[src/rtl/adder_seq_ctrl_pkg.sv]
`default_nettype none
// ============================================================================
//  Module   : adder_seq_ctrl_pkg
//  Brief    : Shared constants for the nibble-serial adder (FSM codes, nibble width).
//  Revision : 1.0  initial release
// ============================================================================
package adder_seq_ctrl_pkg;

    localparam int NIB_W = 4;

    localparam logic [1:0] ST_IDLE = 2'd0;
    localparam logic [1:0] ST_RUN  = 2'd1;
    localparam logic [1:0] ST_DONE = 2'd2;

    typedef logic [NIB_W-1:0] nibble_t;

    function automatic int nnib(input int width);
        return width / NIB_W;
    endfunction

endpackage
`default_nettype wire

[src/rtl/adder_seq_ctrl_if.sv]
`default_nettype none
// ============================================================================
//  Module   : adder_seq_ctrl_if
//  Brief    : Request/result bundle between a requester and the serial adder.
//  Revision : 1.0  initial release
// ============================================================================
interface adder_seq_ctrl_if #(
    parameter int WIDTH = 16
);
    logic             start;
    logic [WIDTH-1:0] a;
    logic [WIDTH-1:0] b;
    logic             c;
    logic             ready;
    logic             busy;
    logic [WIDTH-1:0] sum;
    logic             carry;
    logic             done;

    modport master (
        output start, a, b, c,
        input  ready, busy, sum, carry, done
    );

    modport slave (
        input  start, a, b, c,
        output ready, busy, sum, carry, done
    );
endinterface
`default_nettype wire

[src/rtl/adder_seq_ctrl_adder_nibble.sv]
`default_nettype none
// ============================================================================
//  Module   : adder_nibble
//  Brief    : Combinational 4-bit adder with carry in/out.
//  Revision : 1.0  initial release
// ============================================================================
module adder_nibble
    import adder_seq_ctrl_pkg::*;
(
    input  wire nibble_t x,
    input  wire nibble_t y,
    input  wire logic    cin,
    output nibble_t      s,
    output logic         cout
);
    assign {cout, s} = {1'b0, x} + {1'b0, y} + {{NIB_W{1'b0}}, cin};
endmodule
`default_nettype wire

[src/rtl/adder_seq_ctrl.sv]
`default_nettype none
// ============================================================================
//  Module   : adder_seq_ctrl
//  Brief    : Adds two WIDTH-bit operands one nibble per cycle through one 4-bit adder.
//  Revision : 1.0  initial release
// ============================================================================
module adder_seq_ctrl
    import adder_seq_ctrl_pkg::*;
#(
    parameter int WIDTH = 16
) (
    input  wire logic       clk,
    input  wire logic       rst,
    adder_seq_ctrl_if.slave bus
);
    localparam int NNIB  = nnib(WIDTH);
    localparam int IDX_W = (NNIB > 1) ? $clog2(NNIB) : 1;
    localparam logic [IDX_W-1:0] LAST_IDX = IDX_W'(NNIB - 1);

    generate
        if ((WIDTH % NIB_W) != 0 || WIDTH < 8) begin : g_bad_width
            $error("adder_seq_ctrl: WIDTH must be a multiple of 4 and at least 8");
        end
    endgenerate

    logic [1:0]       state_q, state_d;
    logic [IDX_W-1:0] idx_q,   idx_d;
    logic [WIDTH-1:0] a_q,     a_d;
    logic [WIDTH-1:0] b_q,     b_d;
    logic [WIDTH-1:0] ws_q,    ws_d;
    logic             cy_q,    cy_d;
    logic [WIDTH-1:0] sum_q,   sum_d;
    logic             carry_q, carry_d;

    nibble_t nib_x, nib_y, nib_s;
    logic    nib_co;

    assign nib_x = a_q[int'(idx_q)*NIB_W +: NIB_W];
    assign nib_y = b_q[int'(idx_q)*NIB_W +: NIB_W];

    adder_nibble u_adder_nibble (
        .x    (nib_x),
        .y    (nib_y),
        .cin  (cy_q),
        .s    (nib_s),
        .cout (nib_co)
    );

    always_comb begin
        state_d = state_q;
        idx_d   = idx_q;
        a_d     = a_q;
        b_d     = b_q;
        ws_d    = ws_q;
        cy_d    = cy_q;
        sum_d   = sum_q;
        carry_d = carry_q;
        case (state_q)
            ST_IDLE: begin
                if (bus.start) begin
                    a_d     = bus.a;
                    b_d     = bus.b;
                    cy_d    = bus.c;
                    ws_d    = '0;
                    idx_d   = '0;
                    state_d = ST_RUN;
                end
            end
            ST_RUN: begin
                ws_d[int'(idx_q)*NIB_W +: NIB_W] = nib_s;
                cy_d  = nib_co;
                idx_d = idx_q + 1'b1;
                // Outputs only change once the final nibble is in, so partial sums never leak.
                if (idx_q == LAST_IDX) begin
                    sum_d   = ws_d;
                    carry_d = nib_co;
                    idx_d   = '0;
                    state_d = ST_DONE;
                end
            end
            ST_DONE: state_d = ST_IDLE;
            default: state_d = ST_IDLE;
        endcase
    end

    always_ff @(posedge clk or posedge rst) begin
        if (rst) begin
            state_q <= ST_IDLE;
            idx_q   <= '0;
            a_q     <= '0;
            b_q     <= '0;
            ws_q    <= '0;
            cy_q    <= 1'b0;
            sum_q   <= '0;
            carry_q <= 1'b0;
        end else begin
            state_q <= state_d;
            idx_q   <= idx_d;
            a_q     <= a_d;
            b_q     <= b_d;
            ws_q    <= ws_d;
            cy_q    <= cy_d;
            sum_q   <= sum_d;
            carry_q <= carry_d;
        end
    end

    assign bus.ready = (state_q == ST_IDLE);
    assign bus.busy  = (state_q == ST_RUN) || (state_q == ST_DONE);
    assign bus.done  = (state_q == ST_DONE);
    assign bus.sum   = sum_q;
    assign bus.carry = carry_q;

endmodule
`default_nettype wire

[src/flat_wrapper.sv]
// flat-port wrapper written by rule: the top's interface ports become plain ports
module adder_seq_ctrl_flat import adder_seq_ctrl_pkg::*;
#(
    parameter int WIDTH = 16
)
  (clk, rst, bus_start, bus_a, bus_b, bus_c, bus_ready, bus_busy, bus_sum, bus_carry, bus_done);
  adder_seq_ctrl_if #(.WIDTH(WIDTH)) bus_i ();
  input  wire logic clk;
  input  wire logic rst;
  input wire logic [$bits(bus_i.start)-1:0] bus_start;
  input wire logic [$bits(bus_i.a)-1:0] bus_a;
  input wire logic [$bits(bus_i.b)-1:0] bus_b;
  input wire logic [$bits(bus_i.c)-1:0] bus_c;
  output wire logic [$bits(bus_i.ready)-1:0] bus_ready;
  output wire logic [$bits(bus_i.busy)-1:0] bus_busy;
  output wire logic [$bits(bus_i.sum)-1:0] bus_sum;
  output wire logic [$bits(bus_i.carry)-1:0] bus_carry;
  output wire logic [$bits(bus_i.done)-1:0] bus_done;
  assign bus_i.start = bus_start;
  assign bus_i.a = bus_a;
  assign bus_i.b = bus_b;
  assign bus_i.c = bus_c;
  assign bus_ready = bus_i.ready;
  assign bus_busy = bus_i.busy;
  assign bus_sum = bus_i.sum;
  assign bus_carry = bus_i.carry;
  assign bus_done = bus_i.done;
  adder_seq_ctrl #(.WIDTH(WIDTH)) u_core (.clk(clk), .rst(rst), .bus(bus_i));
endmodule
[config.mk]
export PLATFORM = sky130hd
export DESIGN_NAME = adder_seq_ctrl_flat
export DESIGN_NICKNAME = d
export VERILOG_FILES = /design/src/rtl/adder_seq_ctrl_pkg.sv /design/src/rtl/adder_seq_ctrl_if.sv /design/src/rtl/adder_seq_ctrl_adder_nibble.sv /design/src/rtl/adder_seq_ctrl.sv /design/src/flat_wrapper.sv
export SDC_FILE = /design/constraint.sdc
export NUM_CORES = 1
export LEC_CHECK = 0
export BUFFER_PORTS_ARGS = -buffer_cell sky130_fd_sc_hd__buf_2
export CAP_MARGIN = 20
export CORE_MARGIN = 2
export CORE_UTILIZATION = 45
export CTS_CLUSTER_SIZE = 30
export DETAILED_ROUTE_END_ITERATION = 16
export HOLD_SLACK_MARGIN = 0.06
export PLACE_DENSITY = 0.78
export SETUP_SLACK_MARGIN = 0.3
export SYNTH_ARGS = -nofsm -noshare
export SYNTH_HDL_FRONTEND = slang
export SYNTH_HIERARCHICAL = 1
export SYNTH_SLANG_ARGS = --single-unit
[constraint.sdc]
create_clock -name clk -period 2.55 [get_ports clk]
set_input_delay 0.255 -clock clk [delete_from_list [all_inputs] [get_ports clk]]
set_output_delay 0.255 -clock clk [all_outputs]
set_load 0.1 [all_outputs]
## Yosys cells after proc, flatten, opt, wreduce, memory -nomap -nowiden

Cells that the tools add are included.
W data, S select, Z words.

| storage, ports and cells | value |
|---|---|
| register bits | 70 |
| bits of input ports | 36 |
| output and inout bits | 20 |
| word-level logic and storage cells | 39 |

| operators by class | value |
|---|---|
| add/sub/neg operators | 4 |
| equality and inequality tests | 5 |
| shift-type cells | 4 |
| multiplexer cells | 11 |
| reductions and logical operators | 7 |

Operators with widths:

| operator | number |
|---|---|
| $neg A4 Y33 | 1 |
| $shift A4 B33 Y16 const A | 1 |
| $shiftx A4 B33 Y16 | 1 |
| $pmux W16 S2 | 1 |
| $shiftx A16 B5 Y4 | 2 |
| $bwmux W16 | 1 |
| $mux W16 | 1 |
| $mux W2 | 4 |
| $pmux W2 S2 | 2 |
| $reduce_and A2 Y1 | 4 |
| $add A4 B4 Y5 | 1 |
| $add A5 B1 Y5 | 1 |
| $eq A2 B2 Y1 const B | 2 |
| $add A2 B1 Y2 const B | 1 |
| $eq A2 B1 Y1 const B | 1 |
| $logic_not A2 Y1 | 1 |
| $ne A2 B1 Y1 const B | 1 |
| $ne A2 B2 Y1 const B | 1 |
| $pmux W1 S2 | 1 |
| $reduce_bool A2 Y1 | 1 |
| $logic_or A1 B1 Y1 | 1 |
| $mux W1 | 1 |

## Longest topological paths before layout

Gate-level depths: netlist of the first run.

| logic depth | value |
|---|---|
| depth after elaboration | 6 |
| mapped depth | 11 |
| gate-level depth less buffers | 10 |

## By module

The synthesis of the first run kept the hierarchy.

By module, submodules not included:

| module | instances | cells an instance | area each (µm²) | sequential area each (µm²) |
|---|---|---|---|---|
| adder_seq_ctrl | 1 | 245 | 3199.3 | 1751.7 |
| adder_nibble | 1 | 16 | 143.9 | 0.0 |

## Least setup slack after synthesis of the first run

No wires, ideal clock.

| timing | value |
|---|---|
| kind | reg-to-reg |
| start point | reg u_core.idx_q[0] |
| end point | reg u_core.cy_q |
| setup time | 0.174 ns |
| arrival | 2.518 ns |
| data required time | 2.376 ns |
| path slack | -0.142 ns |
| cell stages (with the launch flop) | 12 |
| buffers on the path | 1 |
| period minus slack after synthesis | 2.692 ns |
| cells stage by stage | dfrtp_1 buf_4 mux4_2 fa_1 inv_1 fa_1 nor2b_1 o21ai_0 nand2b_1 mux2_2 o21ai_0 a21oi_1 |

| on the way | value |
|---|---|
| word-level cells in the longest chain between the ends | 4 |
| elaborated cells on any way between the ends | 5 |
| classes of those cells | add/sub (2); shift (2); mux (1) |

RTL lines:

| what | RTL line | RTL |
|---|---|---|
| from (decl) | adder_seq_ctrl.sv:27 | `logic [IDX_W-1:0] idx_q, idx_d;` |
| from (signal assigned) | adder_seq_ctrl.sv:98 | `idx_q <= idx_d;` |
| $shiftx A16 B5 Y4 | adder_seq_ctrl.sv:39 | `assign nib_y = b_q[int'(idx_q)*NIB_W +: NIB_W];` |
| via u_core.nib_y[0] | adder_seq_ctrl.sv:35 | `nibble_t nib_x, nib_y, nib_s;` |
| $add A4 B4 Y5 | adder_seq_ctrl_adder_nibble.sv:16 | `assign {cout, s} = {1'b0, x} + {1'b0, y} + {{NIB_W{1'b0}}, cin};` |
| $add A5 B1 Y5 | adder_seq_ctrl_adder_nibble.sv:16 |  |
| via u_core.nib_co | adder_seq_ctrl.sv:36 | `logic nib_co;` |
| $pmux W1 S2 | adder_seq_ctrl.sv:58 | `case (state_q)` |
| to (signal assigned) | adder_seq_ctrl.sv:102 | `cy_q <= cy_d;` |
| to (decl) | adder_seq_ctrl.sv:31 | `logic cy_q, cy_d;` |

The timed path passes the listed nets, and every way through them passes these cells.
A chain may end at the register's enable or synchronous reset.

## Worst setup path in the final report of the first run

| timing | value |
|---|---|
| start point | reg u_core.idx_q[0] |
| end point | reg u_core.cy_q |

| on the way | value |
|---|---|
| word-level cells in the longest chain between the ends | 4 |
| elaborated cells on any way between the ends | 5 |
| classes of those cells | add/sub (2); shift (2); mux (1) |

RTL lines:

| what | RTL line | RTL |
|---|---|---|
| $shiftx A16 B5 Y4 | adder_seq_ctrl.sv:38 | `assign nib_x = a_q[int'(idx_q)*NIB_W +: NIB_W];` |
| via u_core.nib_x[0] | adder_seq_ctrl.sv:35 |  |
| $add A4 B4 Y5 | adder_seq_ctrl_adder_nibble.sv:16 |  |
| $add A5 B1 Y5 | adder_seq_ctrl_adder_nibble.sv:16 |  |
| via u_core.nib_co | adder_seq_ctrl.sv:36 |  |
| $pmux W1 S2 | adder_seq_ctrl.sv:58 |  |

The timed path passes the listed nets, and every way through them passes these cells.

==> results of run 1 <==
synth_stat cells, drive strengths merged:
cell type	number
dfrtp	70
mux2	36
o21ai	20
o2bb2ai	16
a21oi	14
ha	14
and4b	12
inv	12
nor2	10
nand2	9
buf	8
mux4	8
nand3	8
a221oi	4
clkbuf	3
nand2b	3
fa	2
nand4	2
xnor2	2
a21o	1
and2	1
and4bb	1
nand3b	1
nor2b	1
nor3b	1
o21a	1
o22ai	1
metrics by stage:
step                hold WS (ns)  setup slack [ns]  TNS (ns)  std cells  utilization, %
floorplan                  0.387          0.000343         0        261               -
global placement           0.416             0.146         0        413            52.5
detailed placement         0.424            0.0459         0        413            52.5
CTS                        0.101             0.104         0        432            57.3
global route               0.108           -0.0102   -0.0102        433            58.1
finish                     0.112            0.0463         0        433            58.1
per-layer routing:
layer	vias up	part of all wire [%]
li1	1110	-
met1	1176	41
met2	82	52
met3	15	5.3
met4	0	1.8
met5	-	0
worst paths after layout:
path | slack [ns] | to | depth (start not counted) | start
hold reg to reg | 0.48 | u_core/bus.carry | 2 | u_core/bus.carry
max in group asynchronous | 1.32 | u_core/idx_q[0] | 4 | rst
min in group asynchronous | 0.58 | u_core/b_q[11] | 3 | rst
setup reg to reg | 0.05 | u_core/cy_q | 10 | u_core/idx_q[0]
hold / removal | 0.11 | u_core/a_q[14] | 2 | bus_a[14]
setup / recovery | 0.05 | u_core/cy_q | 10 | u_core/idx_q[0]
critical path, delay by kind of cell, from the launching register on:
| kind | cells | cell delay, ns |
|---|---|---|
| buffers and inverters | 1 | 0.07 |
| AO/OA/AOI/OAI | 3 | 0.34 |
| AND/OR/NAND/NOR | 2 | 0.15 |
| flip-flops | 1 | 0.42 |
| adder cells (fa/ha/maj) | 2 | 0.61 |
| multiplexers | 2 | 0.80 |
final cells by class:
| cell class | instances | area, um^2 | share of cell area (%) |
|---|---|---|---|
| clock buffer | 10 | 128 | 3.05 |
| tap | 99 | 124 | 2.96 |
| sequential | 70 | 1750 | 41.8 |
| timing repair buffer | 68 | 395 | 9.44 |
| multi-input combinational | 168 | 1660 | 39.5 |
| clock inverter | 6 | 86.3 | 2.06 |
| inverter | 12 | 47.5 | 1.14 |
sequential cells by signal (all words and copies together), names as in the netlist:
| name | flops |
|---|---|
| u_core/a_q | 16 |
| u_core/bus.carry | 1 |
| u_core/b_q | 16 |
| u_core/ws_q | 16 |
| u_core/state_q | 2 |
| u_core/cy_q | 1 |
| u_core/idx_q | 2 |
| u_core/bus.sum | 16 |
cells by family (layout without fill, tap and decap cells):
logic type / count (synthesis) / count (layout) / share of synthesized area (%)
DFF: 70 / 70 / 52.4
AOI/OAI and AO/OA: 57 / 57 / 11.1
and+or+nand+nor: 49 / 49 / 9.06
muxes: 44 / 44 / 17.5
buffers and inverters: 23 / 96 / 2.99
adders and majority gates: 16 / 16 / 6.44
xor gates and xnor gates: 2 / 2 / 0.524
power breakdown:
group | switching, uW | internal, uW | total (uW)
clock | 411 | 549 | 959
combinational | 2190 | 1350 | 3540
sequential | 253 | 1500 | 1760
repair_timing:
| action | 4_1_cts | 5_1_grt |
|---|---|---|
| setup buffers | 2 | 1 |
| setup endpoints to repair | 26 | 29 |
| hold endpoints to repair | 34 | 0 |
| resized for setup | 21 | 12 |
| pin swaps | 6 | 6 |
| hold buffers | 1 | 0 |
==> run metrics, run 1 <==
Worst Skew=0.00731 ns; final WL=7.48 mm; Ant. Diodes=0; first-pass GRT wire length=12.1 mm; CP Launch Type=register; global route overflow=0; CP Data Arrival Time=2.74 ns; Fillers=610; power density cells=1490 nW/um^2; Avg Cell Area, Syn=12.8 um^2; Worst EP required=2.78 ns; Max Fclk=0.399 GHz; worst-margin pin slew=0.741 ns; synth warn=6; #FFs+latches synth=70; Slew HR=50.5%; Area growth, synth to finish=25.3%; Critical Path Fanout Max=4; Port Buffers=55; TritonRoute pass-1 iters=5; cell row count=31; met1 usage=22.8%; final worst path period need=2.50 ns; Crit. End Element=register; CP cell instances=mux4_2 > fa_2 > inv_2 > fa_2 > nor2b_1 > o21ai_1 > nand2b_1 > mux2_4 > o21ai_2 > a21oi_2; worst setup path class=reg2reg; clock sink total=70; vias=2,383; share of cells above drive strength 1=39.8%; I/O pin count=56; fin area=4190 um^2; Pleak=0.00194 uW; Die X-Extent=90.2 um; global route hottest layer=met2; Worst-Skew Late Latency=0.35 ns; met3 Use GR=4.11%; outcome=completed; drt via density=5.50; most common cell after layout, fill and taps aside=dfrtp_1; Tot Pwr=6260 uW; Final ANT Viol Nets=0; register area share after synthesis=52.4%; NumNets Final=381; Final setup viols=0; reported max-cap violation count=0; final hold vios=0; dominant cells by area after synthesis=dfrtp_1 (52%), mux2_1 (10%), mux4_2 (5.4%); Post-Synthesis Cells=261; largest area contributor in the netlist=dfrtp_1; RSZ-0062 raised after global routing=true; Largest stage delay, worst path=0.53 ns; Synth cell types=32; most frequent cells in the layout=dfrtp_1 (69), buf_2 (55), mux2_1 (30); Routed WL per cell=17.3 um; clock root cell=clkbuf_8; Clock Path Buffers=2; Core ar.=7210 um^2; post-synthesis cell area=3340 um^2; critical path's slowest cell=mux4_2; Synth Net Count=313; vias in the first global route=2,468; Iteration-0 DRC Markers=100; DIE HEIGHT=90.2 um; Pins Over Slew Limit=0; DRC=0; Hold Crit Class=in2reg; grt met2 use=32.1%; cell mode on critical path=fa_2; full die area=8140 um^2; GRT Resource Usage Total=19.0%; Max VDD drop=0.000870 V; DP HPWL=5.38 mm; Initial Util=46.3%; H-tree depth=3; antenna violations before repair=0; Tcrit/Tclk final=98.2%; Synth top area share=52.4%; Cell Area, Placed=3790 um^2; Worst-path clk slew=0.07 ns; largest net degree at the start of global routing=37; CTS tree=done; total CTS buffers=9; Final Wtd Congestion=0.865
Power figures use the tool's default switching activity.
==> inputs of run 2 (changes only) <==
- CAP_MARGIN: 20 -> unset
- CORE_ASPECT_RATIO: unset -> 0.5
- CTS_CLUSTER_DIAMETER: unset -> 30
==> run 2 against run 1 <==
  * Register-to-register slack better by 0.10 ns
  * Global-route usage is 1.2 points higher
  * First-iteration DRC count grew 37%
  * Highest routed layer unchanged
  * Critical path depth down 2
==> run metrics, run 2 (same netlist as run 1, synthesis figures left out) <==
outcome=completed (unchanged); Tcrit/Tclk final=94.2% (was 98.2%); final WL=7.62 mm (was 7.48 mm); PnR worst setup slack=0.147 ns (was 0.0463 ns); Pins Over Slew Limit=0 (unchanged); share of cells above drive strength 1=37.7% (was 39.8%); worst-margin pin slew=0.676 ns (was 0.741 ns); Hold Crit Class=in2reg (unchanged); largest net degree at the start of global routing=42 (was 37); Crit. End Element=register (unchanged); CP Launch Type=register (unchanged); Worst-Skew Late Latency=0.33 ns (was 0.35 ns); Slew HR=54.9% (was 50.5%); reported max-cap violation count=0 (unchanged); Clock Path Buffers=2 (unchanged); Final Wtd Congestion=0.934 (was 0.865); Iteration-0 DRC Markers=137 (was 100); Routed WL per cell=17.8 um (was 17.3 um); Setup Total Neg Slack=0 ns (unchanged); Final ANT Viol Nets=0 (unchanged); Worst Skew=0.00393 ns (was 0.00731 ns); Critical Path Fanout Max=9 (was 4); Ant. Diodes=0 (unchanged); drt via density=5.61 (was 5.50); RSZ-0062 raised after global routing=true (unchanged); Fillers=589 (was 610); most frequent cells in the layout=dfrtp_1 (69), buf_2 (55), mux2_1 (30) (unchanged); dpl ws=0.0781 ns (was 0.0459 ns); Worst EP required=2.79 ns (was 2.78 ns); total CTS buffers=9 (unchanged); DIE HEIGHT=65.0 um (was 90.2 um); final hold vios=0 (unchanged); Area growth, synth to finish=26.8% (was 25.3%); clock root cell=clkbuf_16 (was clkbuf_8); full die area=8180 um^2 (was 8140 um^2); Port Buffers=55 (unchanged); Worst-path clk slew=0.05 ns (was 0.07 ns); cell row count=22 (was 31); final worst path period need=2.40 ns (was 2.50 ns); vias=2,401 (was 2,383); CP Data Arrival Time=2.64 ns (was 2.74 ns); Core ar.=7270 um^2 (was 7210 um^2); CTS tree=done (unchanged); worst setup path class=reg2reg (unchanged); TritonRoute pass-1 iters=4 (was 5); Max Fclk=0.416 GHz (was 0.399 GHz); Die X-Extent=126 um (was 90.2 um); global route overflow=0 (unchanged); first-pass GRT wire length=12.8 mm (was 12.1 mm); Final setup viols=0 (unchanged); clock sink total=70 (unchanged); I/O pin count=56 (unchanged); DP HPWL=5.10 mm (was 5.38 mm); most common cell after layout, fill and taps aside=dfrtp_1 (unchanged); DRC=0 (unchanged); antenna violations before repair=0 (unchanged); vias in the first global route=2,557 (was 2,468); Initial Util=46.0% (was 46.3%); H-tree depth=3 (unchanged); NumNets Final=380 (was 381); GRT Resource Usage Total=20.2% (was 19.0%)
[run 2: cell types whose count changed in the layout (fill, tap and decap cells not counted), moves of 3 or more]
cell,delta
clkbuf_8,-8
o2bb2ai_2,-4
o21ai_2,-3
clkbuf_16,+9
o21ai_1,+3
[run 2: through the flow]
step	util, %	cells	instance area, um^2	hold slack (ns)
3_5_place_dp	52.0	409	3780	0.395
2_1_floorplan	-	261	3370	0.387
5_1_grt	58.3	428	4240	0.130
6_report	58.3	428	4240	0.137
4_1_cts	57.6	427	4190	0.131
3_3_place_gp	52.0	409	3780	0.373
[run 2: what timing repair did]
action	in CTS	in global routing
hold buffers	1	0
hold endpoints to repair	29	0
setup buffers	2	1
resized for setup	18	9
pin swaps	6	4
setup endpoints to repair	24	29
[run 2: layout make-up]
cell class	count	area, um^2	share of cell area, %
flip-flops and latches	70	1750	41.4
multi-input cells	168	1650	38.9
clock buffers	11	243	5.73
clock inverters	4	47.5	1.12
inverters	12	47.5	1.12
repair buffers	67	380	8.98
well taps	96	120	2.83
[run 2: layer usage]
layer | wire, um | global-route usage [%]
met4 | 117 | 7.69
met2 | 3810 | 34.1
met5 | 0 | 0
met1 | 3330 | 25.3
met3 | 369 | 5.53
[run 2: worst paths after layout]
| path | end | start | depth (start not counted) | slack, ns |
|---|---|---|---|---|
| max in group asynchronous | u_core/idx_q[0] | rst | 4 | 1.29 |
| worst max-delay path | u_core/ws_q[11] | u_core/idx_q[0] | 8 | 0.15 |
| worst min register to register | u_core/ws_q[10] | u_core/ws_q[10] | 1 | 0.48 |
| worst min-delay path | u_core/b_q[14] | bus_b[14] | 2 | 0.14 |
| worst max register to register | u_core/ws_q[11] | u_core/idx_q[0] | 8 | 0.15 |
| min in group asynchronous | u_core/b_q[0] | rst | 3 | 0.59 |
[run 2: worst max-delay path: stages, from the launching register on]
cell,delay [ns]
dfrtp_2,0.40
buf_4,0.20
mux4_2,0.54
ha_1,0.30
a21o_1,0.17
a21oi_2,0.18
xnor2_2,0.19
nand3_2,0.16
o2bb2ai_1,0.18
Power of run 2 is left out: the tool's default activity adds up to more than one toggle a clock period on the data nets, which glitch-free logic cannot reach.
